`src/rtl/axiom_apb_pkg.sv`:
```
// Shared types and constants for the axiom APB master bridge.
// Holds the FSM state encoding plus the command/response structures.
package axiom_apb_pkg;

    localparam int unsigned APB_ADDR_WIDTH = 32;
    localparam int unsigned APB_DATA_WIDTH = 32;
    localparam int unsigned APB_STRB_WIDTH = APB_DATA_WIDTH / 8;
    localparam int unsigned APB_PROT_WIDTH = 3;

    typedef enum logic [1:0] {
        IDLE   = 2'd0,
        SETUP  = 2'd1,
        ACCESS = 2'd2,
        RESP   = 2'd3
    } apb_state_e;

    typedef struct packed {
        logic [APB_ADDR_WIDTH-1:0] addr;
        logic                      write;
        logic [APB_DATA_WIDTH-1:0] wdata;
        logic [APB_STRB_WIDTH-1:0] strb;
        logic [APB_PROT_WIDTH-1:0] prot;
    } apb_cmd_t;

    typedef struct packed {
        logic [APB_DATA_WIDTH-1:0] rdata;
        logic                      slverr;
    } apb_rsp_t;

endpackage

```
`src/rtl/axiom_apb_timeout.sv`:
```
// Wait-state counter for the APB ACCESS phase; flags expiry on the cycle
// that would be the TIMEOUT_CYCLES-th consecutive cycle with pready low.
module axiom_apb_timeout
    import axiom_apb_pkg::*;
#(
    parameter int unsigned TIMEOUT_CYCLES = 256
) (
    input  logic i_clk,
    input  logic i_rst_n,
    input  logic i_clear,
    input  logic i_tick,
    output logic o_expired
);

    localparam int unsigned CNT_WIDTH = $clog2(TIMEOUT_CYCLES + 1);
    localparam logic [CNT_WIDTH-1:0] LAST_COUNT = CNT_WIDTH'(TIMEOUT_CYCLES - 1);

    logic [CNT_WIDTH-1:0] r_count;
    logic                 w_expired;

    // The count reflects wait cycles already elapsed, so the current tick
    // expires the transfer when it would bring the total to TIMEOUT_CYCLES.
    assign w_expired = i_tick && (r_count == LAST_COUNT);
    assign o_expired = w_expired;

    always_ff @(posedge i_clk or negedge i_rst_n) begin
        if (!i_rst_n) begin
            r_count <= '0;
        end else if (i_clear) begin
            r_count <= '0;
        end else if (i_tick && !w_expired) begin
            r_count <= r_count + 1'b1;
        end
    end

endmodule

```
`src/rtl/axiom_apb_master_bridge.sv`:
```
// Valid/ready command channel to APB4 master bridge, one transfer in flight.
// Optional ACCESS-phase timeout is compiled in with AXIOM_APB_TIMEOUT_EN.
module axiom_apb_master_bridge
    import axiom_apb_pkg::*;
#(
    parameter int unsigned ADDR_WIDTH     = APB_ADDR_WIDTH,
    parameter int unsigned DATA_WIDTH     = APB_DATA_WIDTH,
    parameter int unsigned TIMEOUT_CYCLES = 256
) (
    input  logic                    pclk,
    input  logic                    presetn,

    input  logic                    cmd_valid,
    output logic                    cmd_ready,
    input  logic [ADDR_WIDTH-1:0]   cmd_addr,
    input  logic                    cmd_write,
    input  logic [DATA_WIDTH-1:0]   cmd_wdata,
    input  logic [DATA_WIDTH/8-1:0] cmd_strb,
    input  logic [2:0]              cmd_prot,

    output logic                    rsp_valid,
    input  logic                    rsp_ready,
    output logic [DATA_WIDTH-1:0]   rsp_rdata,
    output logic                    rsp_slverr,

    output logic                    psel,
    output logic                    penable,
    output logic                    pwrite,
    output logic [ADDR_WIDTH-1:0]   paddr,
    output logic [DATA_WIDTH/8-1:0] pstrb,
    output logic [2:0]              pprot,
    output logic [DATA_WIDTH-1:0]   pwdata,

    input  logic [DATA_WIDTH-1:0]   prdata,
    input  logic                    pready,
    input  logic                    pslverr
);

    localparam int unsigned STRB_WIDTH = DATA_WIDTH / 8;

    apb_state_e r_state;
    apb_state_e w_next_state;

    logic                  r_cmd_ready;
    logic                  r_rsp_valid;
    logic [DATA_WIDTH-1:0] r_rsp_rdata;
    logic                  r_rsp_slverr;
    logic                  r_psel;
    logic                  r_penable;
    logic                  r_pwrite;
    logic [ADDR_WIDTH-1:0] r_paddr;
    logic [STRB_WIDTH-1:0] r_pstrb;
    logic [2:0]            r_pprot;
    logic [DATA_WIDTH-1:0] r_pwdata;

    logic w_accept;
    logic w_complete;
    logic w_timeout;
    logic w_psel_next;
    logic w_penable_next;
    logic w_rsp_valid_next;
    logic w_cmd_ready_next;

    assign w_accept   = cmd_valid && r_cmd_ready;
    assign w_complete = (r_state == ACCESS) && pready;

`ifdef AXIOM_APB_TIMEOUT_EN
    logic w_timer_clear;
    logic w_timer_tick;

    assign w_timer_clear = (r_state == SETUP);
    assign w_timer_tick  = (r_state == ACCESS) && !pready;

    axiom_apb_timeout #(
        .TIMEOUT_CYCLES (TIMEOUT_CYCLES)
    ) u_timeout (
        .i_clk     (pclk),
        .i_rst_n   (presetn),
        .i_clear   (w_timer_clear),
        .i_tick    (w_timer_tick),
        .o_expired (w_timeout)
    );
`else
    localparam int unsigned unused_timeout_cycles = TIMEOUT_CYCLES;
    assign w_timeout = 1'b0;
`endif

    // Outputs are computed from the next state so every one comes from a flop.
    always_comb begin
        w_next_state     = r_state;
        w_psel_next      = 1'b0;
        w_penable_next   = 1'b0;
        w_rsp_valid_next = 1'b0;
        w_cmd_ready_next = 1'b0;

        unique case (r_state)
            IDLE: begin
                if (w_accept) begin
                    w_next_state = SETUP;
                end
            end
            SETUP: begin
                w_next_state = ACCESS;
            end
            ACCESS: begin
                if (w_complete || w_timeout) begin
                    w_next_state = RESP;
                end
            end
            RESP: begin
                if (rsp_ready) begin
                    w_next_state = IDLE;
                end
            end
            default: begin
                w_next_state = IDLE;
            end
        endcase

        w_psel_next      = (w_next_state == SETUP) || (w_next_state == ACCESS);
        w_penable_next   = (w_next_state == ACCESS);
        w_rsp_valid_next = (w_next_state == RESP);
        w_cmd_ready_next = (w_next_state == IDLE);
    end

    always_ff @(posedge pclk or negedge presetn) begin
        if (!presetn) begin
            r_state     <= IDLE;
            r_cmd_ready <= 1'b0;
            r_rsp_valid <= 1'b0;
            r_psel      <= 1'b0;
            r_penable   <= 1'b0;
        end else begin
            r_state     <= w_next_state;
            r_cmd_ready <= w_cmd_ready_next;
            r_rsp_valid <= w_rsp_valid_next;
            r_psel      <= w_psel_next;
            r_penable   <= w_penable_next;
        end
    end

    // Reads drive no strobes and leave pwdata at the last written value.
    always_ff @(posedge pclk or negedge presetn) begin
        if (!presetn) begin
            r_pwrite <= 1'b0;
            r_paddr  <= '0;
            r_pstrb  <= '0;
            r_pprot  <= '0;
            r_pwdata <= '0;
        end else if (w_accept) begin
            r_pwrite <= cmd_write;
            r_paddr  <= cmd_addr;
            r_pprot  <= cmd_prot;
            r_pstrb  <= cmd_write ? cmd_strb : '0;
            if (cmd_write) begin
                r_pwdata <= cmd_wdata;
            end
        end
    end

    always_ff @(posedge pclk or negedge presetn) begin
        if (!presetn) begin
            r_rsp_rdata  <= '0;
            r_rsp_slverr <= 1'b0;
        end else if (w_complete) begin
            r_rsp_rdata  <= r_pwrite ? '0 : prdata;
            r_rsp_slverr <= pslverr;
        end else if (w_timeout) begin
            r_rsp_rdata  <= '0;
            r_rsp_slverr <= 1'b1;
        end
    end

    assign cmd_ready  = r_cmd_ready;
    assign rsp_valid  = r_rsp_valid;
    assign rsp_rdata  = r_rsp_rdata;
    assign rsp_slverr = r_rsp_slverr;
    assign psel       = r_psel;
    assign penable    = r_penable;
    assign pwrite     = r_pwrite;
    assign paddr      = r_paddr;
    assign pstrb      = r_pstrb;
    assign pprot      = r_pprot;
    assign pwdata     = r_pwdata;

endmodule

```
`config.mk`:
```
export PLATFORM = sky130hd
export DESIGN_NAME = axiom_apb_master_bridge
export DESIGN_NICKNAME = d
export VERILOG_FILES = /design/src/rtl/axiom_apb_pkg.sv /design/src/rtl/axiom_apb_timeout.sv /design/src/rtl/axiom_apb_master_bridge.sv
export SDC_FILE = /design/constraint.sdc
export NUM_CORES = 1
export LEC_CHECK = 0
export CAP_MARGIN = 20
export CORE_ASPECT_RATIO = 1.2
export CORE_UTILIZATION = 40
export CTS_BUF_LIST = sky130_fd_sc_hd__clkbuf_8
export CTS_CLUSTER_DIAMETER = 40
export DETAILED_ROUTE_END_ITERATION = 16
export PLACE_DENSITY = 0.88
export SYNTH_ARGS = -nofsm -noshare
export SYNTH_HDL_FRONTEND = slang
export SYNTH_SLANG_ARGS = --single-unit
```
`constraint.sdc`:
```
create_clock -name pclk -period 1.47 [get_ports pclk]
set_input_delay 0.147 -clock pclk [delete_from_list [all_inputs] [get_ports pclk]]
set_output_delay 0.147 -clock pclk [all_outputs]
set_load 0.02 [all_outputs]
```
# After elaboration in Yosys (flattened, before gate mapping)
# Index checks and enable logic that the tools add are counted.
# totals
register_bits	111
out_inout_bits	109
wordCells	30
inputBits	110
# classes
n_reduce_logical	6
n_mux	6
n_eq_ne	6
# op_table
cell	count
$mux 32	1
$eq 2x2->1 const B	4
$pmux 2 s4	1
$mux 2	3
$eq 2x1->1 const B	2
$logic_not 2->1	2
$mux 4	1
$logic_and 1x1->1	2
$reduce_and 2->1	1
$logic_or 1x1->1	1

# Longest topological paths before layout
# Gate-level depths: netlist of run 1.
# logic_depth
word_depth	6
mapped_depth	5
ltp_nobuf	4

# Worst setup path after synthesis of run 1
# OpenSTA, ideal clock, no wires.
# synth_path
path_type	register to register
startpoint	register r_cmd_ready, in the netlist cmd_ready
endpoint	register r_psel, in the netlist psel
arrival_ps	1338
path_buffers	2
stages_incl_launch_ff	6
path_slack_ps	6
setup_ps	126
synth_period_minus_slack_ps	1464
t_required_ps	1344
path_cell_list	dfrtp_1 -> nand2_1 -> buf_6 -> buf_6 -> o31ai_1 -> ha_1
# synth_via
elab_chain_len	5
elab_cells_between_ends	6
classes_between	eq/ne: 2; mux: 2; reduce/logical: 2
# synth_rtl
item	line	source
start: declaration	axiom_apb_master_bridge.sv:44	logic r_cmd_ready;
start signal: assignment	axiom_apb_master_bridge.sv:135	r_cmd_ready <= w_cmd_ready_next;
$logic_and 1x1->1 (*)	axiom_apb_master_bridge.sv:64	assign w_accept = cmd_valid && r_cmd_ready;
$mux 2 (*)	axiom_apb_master_bridge.sv:98	if (w_accept) begin
$pmux 2 s4 (*)	axiom_apb_master_bridge.sv:96	unique case (r_state)
$eq 2x1->1 or $eq 2x2->1 (tied branches)	axiom_apb_master_bridge.sv:120	w_psel_next = (w_next_state == SETUP) || (w_next_state == ACCESS);
$logic_or 1x1->1 (*)	axiom_apb_master_bridge.sv:120	
named net w_psel_next	axiom_apb_master_bridge.sv:59	logic w_psel_next;
end signal: assignment	axiom_apb_master_bridge.sv:137	r_psel <= w_psel_next;
end: declaration	axiom_apb_master_bridge.sv:48	logic r_psel;
# Mark *: on every way through the listed nets, which the timed path passes. The rest lies on a longest branch.
# A chain may end at the register's enable or synchronous reset.

# Worst setup path in the final report of run 1
# layout_path
startpoint	register r_cmd_ready, in the netlist cmd_ready
endpoint	register r_paddr[3], in the netlist paddr[3]
# layout_via
elab_chain_len	1
# layout_rtl
item	line	source
$logic_and 1x1->1	axiom_apb_master_bridge.sv:64	
end signal: assignment	axiom_apb_master_bridge.sv:152	r_paddr <= cmd_addr;
end: declaration	axiom_apb_master_bridge.sv:51	logic [ADDR_WIDTH-1:0] r_paddr;
# Every way passes these cells.

==> impl_metrics.toml, run 1 <==
[final_layout]
area_growth_pct = 54.6
diodes = 0
fill_cells = 922
fin_area_sq_um = 6990
fin_nets = 660
layout-drive-gt1-share_pct = 18.1
final_core_util_pct = 63.3
layout.cells.non_filler = 683

[placement]
dp.cells = 667
hpwl_microns = 8430
port_buffers = 218
place_area_sq_um = 6890
routabilityCongestion = 0.772

[logic_synthesis]
synth_area_leaders = "dfrtp_1 (61%), mux2_4 (16%), mux2_2 (5.0%), nand2b_1 (4.4%), nand2_1 (3.6%)"
synth-edff-count = 0
synth_xor_area_share_pct = 0
synth-simple-area-share_pct = 8.94
synth_top_area_cell = "dfrtp_1"
ys_ff_latch = 111
synth-compound-area-share_pct = 4.79
yosys-top-cells-count = "dfrtp_1 (111), mux2_4 (48), nand2_1 (43), nand2b_1 (32), mux2_2 (20)"
synth_adder_area_share_pct = 0.830
synthCells = 322
yosysUniqueCellTypes = 20
synthMuxAreaShare_pct = 20.9
synth_top_area_share_pct = 61.4
syn_area_sq_um = 4520
yosysSeqAreaShare_pct = 61.4
syn_area_per_cell_sq_um = 14.0
yosysWarnings = 0
synth_top_family_by_area = "multiplexers"
synth.most_common_cell = "dfrtp_1"
synthFlopType = "dfrtp_1"
synth.net_count = 435
synthArstFlopShare_pct = 100

[sta]
fmax_mhz = 740
maxSlewHeadroom_pct = 80.2
min_period_ps = 1350
clock_skew_ps = 9.20
min_period_over_period_pct = 92.0
setup_viol = 0
final_hold_viol_count = 0
rsz0062_at_grt = "false"
worstMarginPinSlew_ps = 297
maxSlewViolCount = 0

[clock_tree]
cts_tree = "yes"
cts.clk_slew.worst_paths_ps = 100
cts.sinks = 111
cts_buffers = 9
worstSkewPairLatency_ps = 360
cts_htree_levels = 3
clock_path_buffers = 2
cts-root-buf = "clkbuf_8"

[drt]
drt_iter0_drc = 76
dr.pass1.iters = 4
vias_per_cell = 4.76
vias = 3253
ant_nets = 0
wl_per_cell_microns = 16.1
routed_wl_microns = 11000
drcViolationCount = 0

[floorplanning]
dieArea_sq_um = 11700
die_h_microns = 118
initial_core_util_pct = 41.0
core_sq_um = 11000
die_x_microns = 99.0
num_rows = 42
pin_count = 219

[pwr]
worst_ir_drop_vdd_mv = 0.830
total_power_mw = 14.0
p_per_area_nw_per_um2 = 2010
p_leak_nw = 3.45

[grt]
busiest_layer = "met2"
grt.met3_usage_pct = 3.96
first_global_vias = 3447
antenna_found_initial = 0
grt_pass1_wl_microns = 17700
grtUsageMet1_pct = 23.0
grt_start_max_net_pins = 53
groute.usage.overall_pct = 19.5
grt-ovfl-total = 0
use_met2_pct = 33.5

[status]
status = "complete, no violations"

[critical_path]
cp-start-kind = "register"
crit_fanout = 10
cp.arrival_ps = 1600
critPathRequiredTime_ps = 1720
end_kind = "register"
path_class = "reg2reg"

[min_path]
hp-class = "in2async"

[flow_run]
cap_violations = 0
[cell usage in the layout (no fill, tap or decap), types with 2 or more instances in the layout]
master           Yosys  final
buf_12               0      5
nand2b_1            32     32
nand2_1             43     42
nor2b_1              2      2
mux2_4              48     48
clkbuf_8             0     10
bufinv_16            0      2
o21ai_1             19     19
mux2_2              20     20
dlygate4sd2_1        0    109
ha_1                 3      3
clkdlybuf4s50_1      0    108
o31ai_1              2      2
o21ai_0             18     18
buf_4                5      9
dfrtp_1            111    110
[cells by family (layout without fill, tap and decap cells)]
group | after synthesis | after routing
AOI/OAI and AO/OA | 41 | 41
and+or+nand+nor | 80 | 80
adders and majority gates | 3 | 3
buffers and inverters | 19 | 248
muxes | 68 | 68
DFF | 111 | 111
[metal layers]
layer	part of all wire, %	wire length (microns)	vias to the layer above
met5	0	0	-
met4	3.6	391	0
met3	6.1	666	25
met2	51	5600	122
met1	40	4350	1576
li1	-	-	1530
[per-stage QoR]
step           setup TNS, ps  hold slack [ps]  worst slack (ps)
5_1_grt                    0              139              18.0
2_1_floorplan              0             -149              5.87
3_3_place_gp           -1500            -22.0             -59.4
4_1_cts                    0              118              94.4
3_5_place_dp           -2710            -21.1              -129
6_report                   0              147               118
[critical path, cell delays in order (launching register included)]
cell	delay [ps]
dfrtp_1	450
nand2_2	200
buf_4	270
mux2_4	320
[where the power goes]
group	internal (mW)	switching [mW]	total, mW
clock	1.00	0.963	1.96
combinational	3.25	3.57	6.82
sequential	4.49	0.770	5.26
[registers in the layout, summed over array words and instances (netlist names)]
| register | flops |
|---|---|
| cmd_ready | 1 |
| paddr | 32 |
| r_state | 2 |
| pstrb | 4 |
| psel | 1 |
| pwrite | 1 |
| rsp_slverr | 1 |
| penable | 1 |
| rsp_valid | 1 |
| rsp_rdata | 32 |
| pprot | 3 |
| pwdata | 32 |
[repair_timing]
action	in CTS	in global routing
hold buffers	1	0
gates resized for setup	109	1
endpoints found under the hold margin	111	0
setup endpoints to repair	109	5
pin swaps	0	0
setup buffers	0	0
[path summary, 6_finish.rpt]
kind,startpoint,to,slack [ps],depth (start not counted)
max,cmd_ready,paddr[3],120,3
min,presetn,pwdata[14],150,2
max reg2reg,cmd_ready,paddr[3],120,3
min reg2reg,rsp_rdata[1],rsp_rdata[1],480,2
max in group asynchronous,presetn,pwdata[3],820,3
min in group pclk,prdata[17],rsp_rdata[17],340,3
[layout make-up]
type	instances	area [sq um]	share of cell area, %
timing repair buffer	232	2210	31.7
clock buffer	10	138	1.97
inverter	1	3.75	0.0537
tap	132	165	2.36
sequential	111	2780	39.8
clock inverter	5	81.3	1.16
multi-input combinational	192	1610	23.0
No activity file was read; power rests on OpenSTA's default activity.
==> inputs of run 2 (changes only) <==
--- a/config.mk
+++ b/config.mk
@@ -5,8 +5,7 @@
 export SDC_FILE = /design/constraint.sdc
 export NUM_CORES = 1
 export LEC_CHECK = 0
-export CAP_MARGIN = 20
-export CORE_ASPECT_RATIO = 1.2
+export CORE_ASPECT_RATIO = 0.7
 export CORE_UTILIZATION = 40
 export CTS_BUF_LIST = sky130_fd_sc_hd__clkbuf_8
 export CTS_CLUSTER_DIAMETER = 40
==> run 2 against run 1 <==
Critical path depth up 1. Maximum frequency down 0.96%. Non-clock buffer count unchanged. Die area about the same. Final area down 0.43%. Sequential power about the same. Hold slack better by 44 ps. Critical path type unchanged. Sequential cell count unchanged. Clock power down 18%. Clock skew down 1.6 ps. Highest routed layer unchanged. Via count down 1.8%. First-iteration DRC count up 80%.
==> impl_metrics.toml, run 2 (synthesis results as in run 1) <==
[status]
status = "complete, no violations"

[sta]
min_period_ps = 1370
worstMarginPinSlew_ps = 287
rsz0062_at_grt = "false"
maxSlewViolCount = 0
maxSlewHeadroom_pct = 80.9
hold_ws_ps = 191
final_hold_viol_count = 0
fmax_mhz = 732
min_period_over_period_pct = 92.9
setup_viol = 0
clock_skew_ps = 7.57
setup_tns_ps = 0

[floorplanning]
die_h_microns = 90.9
num_rows = 32
die_x_microns = 129
dieArea_sq_um = 11700
core_sq_um = 11000
pin_count = 219
initial_core_util_pct = 41.1

[pwr]
p_leak_nw = 3.43
total_power_mw = 13.7
worst_ir_drop_vdd_mv = 1.22
p_per_area_nw_per_um2 = 1970

[grt]
antenna_found_initial = 0
groute.usage.overall_pct = 19.7
grt_start_max_net_pins = 55
first_global_vias = 3388
grt_pass1_wl_microns = 17500
grt-ovfl-total = 0

[drt]
drt_iter0_drc = 137
vias = 3195
drcViolationCount = 0
dr.pass1.iters = 4
routed_wl_microns = 11100
ant_nets = 0
vias_per_cell = 4.54
wl_per_cell_microns = 15.8

[clock_tree]
cts_htree_levels = 3
cts.clk_slew.worst_paths_ps = 90
cts_buffers = 9
cts-root-buf = "clkbuf_8"
clock_path_buffers = 2
cts.sinks = 111
worstSkewPairLatency_ps = 360
cts_tree = "yes"

[critical_path]
crit_fanout = 8
critPathRequiredTime_ps = 1720
end_kind = "register"
cp-start-kind = "register"
r2r_slack_ps = 100
path_class = "reg2reg"
cp.arrival_ps = 1610

[final_layout]
fill_cells = 894
diodes = 0
fin_area_sq_um = 6960
layout-drive-gt1-share_pct = 17.8
fin_nets = 660
most-common-layout-cells = "dfrtp_1 (111), dlygate4sd2_1 (109), clkdlybuf4s50_1 (108)"
area_growth_pct = 53.9
final_common_cell = "dfrtp_1"
final_core_util_pct = 63.2

[placement]
routabilityCongestion = 0.740
port_buffers = 218
place_area_sq_um = 6920
hpwl_microns = 8410

[flow_run]
cap_violations = 0

[min_path]
hp-class = "in2async"
## run 2: changes by cell type in the layout (fill, tap and decap cells not counted)
cell | before | now
bufinv_16 | 2 | 0
clkinv_2 | 1 | 3
dfrtp_1 | 110 | 111
dfrtp_2 | 1 | 0
inv_1 | 1 | 2
inv_6 | 1 | 0
## run 2: per-stage QoR
stage / cells / setup slack (ps)
after floorplan: 322 / 5.87
after global placement: 688 / -63.2
after detailed placement: 688 / -93.1
after CTS: 704 / 93.1
after global routing: 704 / 46.2
final: 704 / 105
## run 2: power by group
| group | internal, mW | switching, mW |
|---|---|---|
| Sequential | 4.48 | 0.795 |
| Clock | 0.641 | 0.973 |
| Combinational | 3.25 | 3.54 |
## run 2: worst paths after layout
| kind | start | to | depth (start not counted) |
|---|---|---|---|
| max reg2reg | r_state[0] | psel | 4 |
| min reg2reg | pstrb[0] | pstrb[0] | 2 |
| max in group asynchronous | presetn | pwdata[29] | 3 |
| min in group pclk | prdata[19] | rsp_rdata[19] | 3 |
| min | presetn | paddr[23] | 2 |
| max | r_state[0] | psel | 4 |
## run 2: layout make-up
cell class	count	area (sq um)	area share, %
clock buffers	10	138	1.98
clock inverters	5	26.3	0.378
inverters	1	3.75	0.0540
multi-input cells	192	1610	23.1
flip-flops and latches	111	2780	39.9
well taps	153	191	2.75
repair buffers	232	2210	31.8
## run 2: per-layer routing
metal	GRT usage, %	vias up	routed length [microns]
li1	-	1526	-
met1	24.3	1529	4760
met2	32.8	123	5430
met3	6.42	17	734
met4	5.59	0	182
met5	0	-	0
## run 2: worst max-delay path, stage by stage, from the launching register on
cell,delay [ps]
dfrtp_1,470
nor2b_1,170
o21ai_1,210
o31ai_1,130
ha_1,280
## run 2: timing repair
| action | 4_1_cts | 5_1_grt |
|---|---|---|
| endpoints found under the setup margin | 109 | 0 |
| gates resized for setup | 109 | 0 |
| buffers inserted | 0 | 0 |
| hold endpoints to repair | 111 | 0 |
| hold buffers | 1 | 0 |
==> inputs of run 3 (changes only) <==
--- a/config.mk
+++ b/config.mk
@@ -5,12 +5,13 @@
 export SDC_FILE = /design/constraint.sdc
 export NUM_CORES = 1
 export LEC_CHECK = 0
+export CAP_MARGIN = 20
 export CORE_ASPECT_RATIO = 0.7
 export CORE_UTILIZATION = 40
 export CTS_BUF_LIST = sky130_fd_sc_hd__clkbuf_8
 export CTS_CLUSTER_DIAMETER = 40
 export DETAILED_ROUTE_END_ITERATION = 16
-export PLACE_DENSITY = 0.88
+export PLACE_DENSITY = 0.79
 export SYNTH_ARGS = -nofsm -noshare
 export SYNTH_HDL_FRONTEND = slang
 export SYNTH_SLANG_ARGS = --single-unit
==> run 3 against run 2 <==
Maximum frequency rose by 0.49%. Register-to-register slack barely moved. Final cell count rose by 0.57%. First-iteration DRC count fell by 28%. Die area did not move. Combinational power rose by 0.6%. Clock power rose by 9.9%. Sequential power fell by 0.8%. Critical path type unchanged. Critical endpoint is now rsp_slverr.
==> impl_metrics.toml, run 3 (synthesis results as in run 1) <==
[status]
status = "complete, no violations"

[critical_path]
cpMaxStageDelayCell = "dfrtp_1"
path_class = "reg2reg"
crit_fanout = 65
crit_start = "r_state[0]"
end_kind = "register"
slowest_delay_ps = 470
ff2ff_path_depth = 3
cp.depth = 3
critPathRequiredTime_ps = 1720
cp.arrival_ps = 1610
cp_num_buf_inv = 1
crit_chain = "nand3b_1, buf_12, mux2_4"
r2r_start = "r_state[0]"
crit_family = "flip-flops"
cp-start-kind = "register"

[final_layout]
final_common_cell = "dfrtp_1"
diodes = 0
most-common-layout-cells = "dfrtp_1 (111), dlygate4sd2_1 (109), clkdlybuf4s50_1 (108)"
fin_nets = 664
layout.cells.non_filler = 708
fin_area_sq_um = 7050
area_growth_pct = 55.9
layout-drive-gt1-share_pct = 18.2

[grt]
grt-ovfl-total = 0
groute.usage.overall_pct = 18.7
grt_pass1_wl_microns = 16800
first_global_vias = 3284
grt_start_max_net_pins = 66
antenna_found_initial = 0

[clock_tree]
cts_buffers = 9
cts.clk_slew.worst_paths_ps = 100
cts_tree = "yes"
cts-root-buf = "clkbuf_8"
cts.sinks = 111
worstSkewPairLatency_ps = 370
clock_path_buffers = 2
cts_htree_levels = 3

[floorplanning]
die_h_microns = 90.9
dieArea_sq_um = 11700
die_x_microns = 129
initial_core_util_pct = 41.1
num_rows = 32
core_sq_um = 11000
pin_count = 219

[drt]
drcViolationCount = 0
vias = 3184
vias_per_cell = 4.50
wl_per_cell_microns = 15.0
routed_wl_microns = 10600
dr.pass1.iters = 4
ant_nets = 0
drt_iter0_drc = 99

[sta]
worstMarginPinSlew_ps = 292
setup_tns_ps = 0
maxSlewHeadroom_pct = 80.5
fmax_mhz = 736
min_period_over_period_pct = 92.4
maxSlewViolCount = 0
min_period_ps = 1360
rsz0062_at_grt = "false"
final_hold_viol_count = 0
setup_viol = 0
clock_skew_ps = 12.4

[placement]
place_area_sq_um = 6990
hpwl_microns = 8050
dp.cells = 692
routabilityCongestion = 0.721
port_buffers = 218

[pwr]
p_per_area_nw_per_um2 = 1960
worst_ir_drop_vdd_mv = 0.981
total_power_mw = 13.8
p_leak_nw = 3.48

[min_path]
hp-class = "in2async"

[flow_run]
cap_violations = 0
==> run 3: changes by cell type in the layout (fill, tap and decap cells not counted) <==
cell | before | now
buf_12 | 5 | 8
buf_4 | 9 | 10
bufinv_16 | 0 | 1
clkbuf_8 | 10 | 9
clkinv_2 | 3 | 0
clkinv_4 | 0 | 2
clkinvlp_4 | 1 | 0
inv_1 | 2 | 3
inv_6 | 0 | 1
==> run 3: timing repair <==
item | in CTS | in global routing
gates resized for setup | 109 | 0
hold buffers | 1 | 0
endpoints found under the setup margin | 109 | 0
buffers inserted | 0 | 0
endpoints found under the hold margin | 92 | 0
==> run 3: through the flow <==
| stage | hold WS, ps | utilization, % | worst slack (ps) |
|---|---|---|---|
| 2_1_floorplan | -149 | - | 5.87 |
| 3_3_place_gp | 49.7 | 63.5 | -70.5 |
| 3_5_place_dp | 53.2 | 63.5 | -98.6 |
| 4_1_cts | 182 | 64.0 | 102 |
| 5_1_grt | 192 | 64.0 | 23.3 |
| 6_report | 198 | 64.0 | 111 |
==> run 3: worst paths after layout <==
| path | to | slack [ps] |
|---|---|---|
| setup / recovery | rsp_slverr | 110 |
| hold / removal | paddr[25] | 200 |
| setup reg to reg | rsp_slverr | 110 |
| hold reg to reg | rsp_rdata[6] | 480 |
| max in group asynchronous | rsp_rdata[4] | 710 |
| min in group pclk | pstrb[3] | 320 |
==> run 3: layer usage <==
layer / up-vias / share of wire, % / track usage [%]
met5: - / 0 / 0
met3: 10 / 7.6 / 6.72
met4: 0 / 0.84 / 5.10
met2: 128 / 49 / 30.8
li1: 1535 / - / -
met1: 1511 / 43 / 23.3
==> run 3: report_power, final <==
part | internal [mW] | total (mW) | switching (mW)
logic | 3.29 | 6.82 | 3.53
registers | 4.48 | 5.24 | 0.760
clock network | 0.780 | 1.77 | 0.989
total | 8.55 | 13.8 | 5.28
==> run 3: area by class of cell <==
class                   instances  area [sq um]
flip-flops and latches        111          2780
multi-input cells             192          1610
clock buffers                   9           124
inverters                       1          3.75
well taps                     153           191
repair buffers                236          2280
clock inverters                 6          63.8
fillers                       881          3960
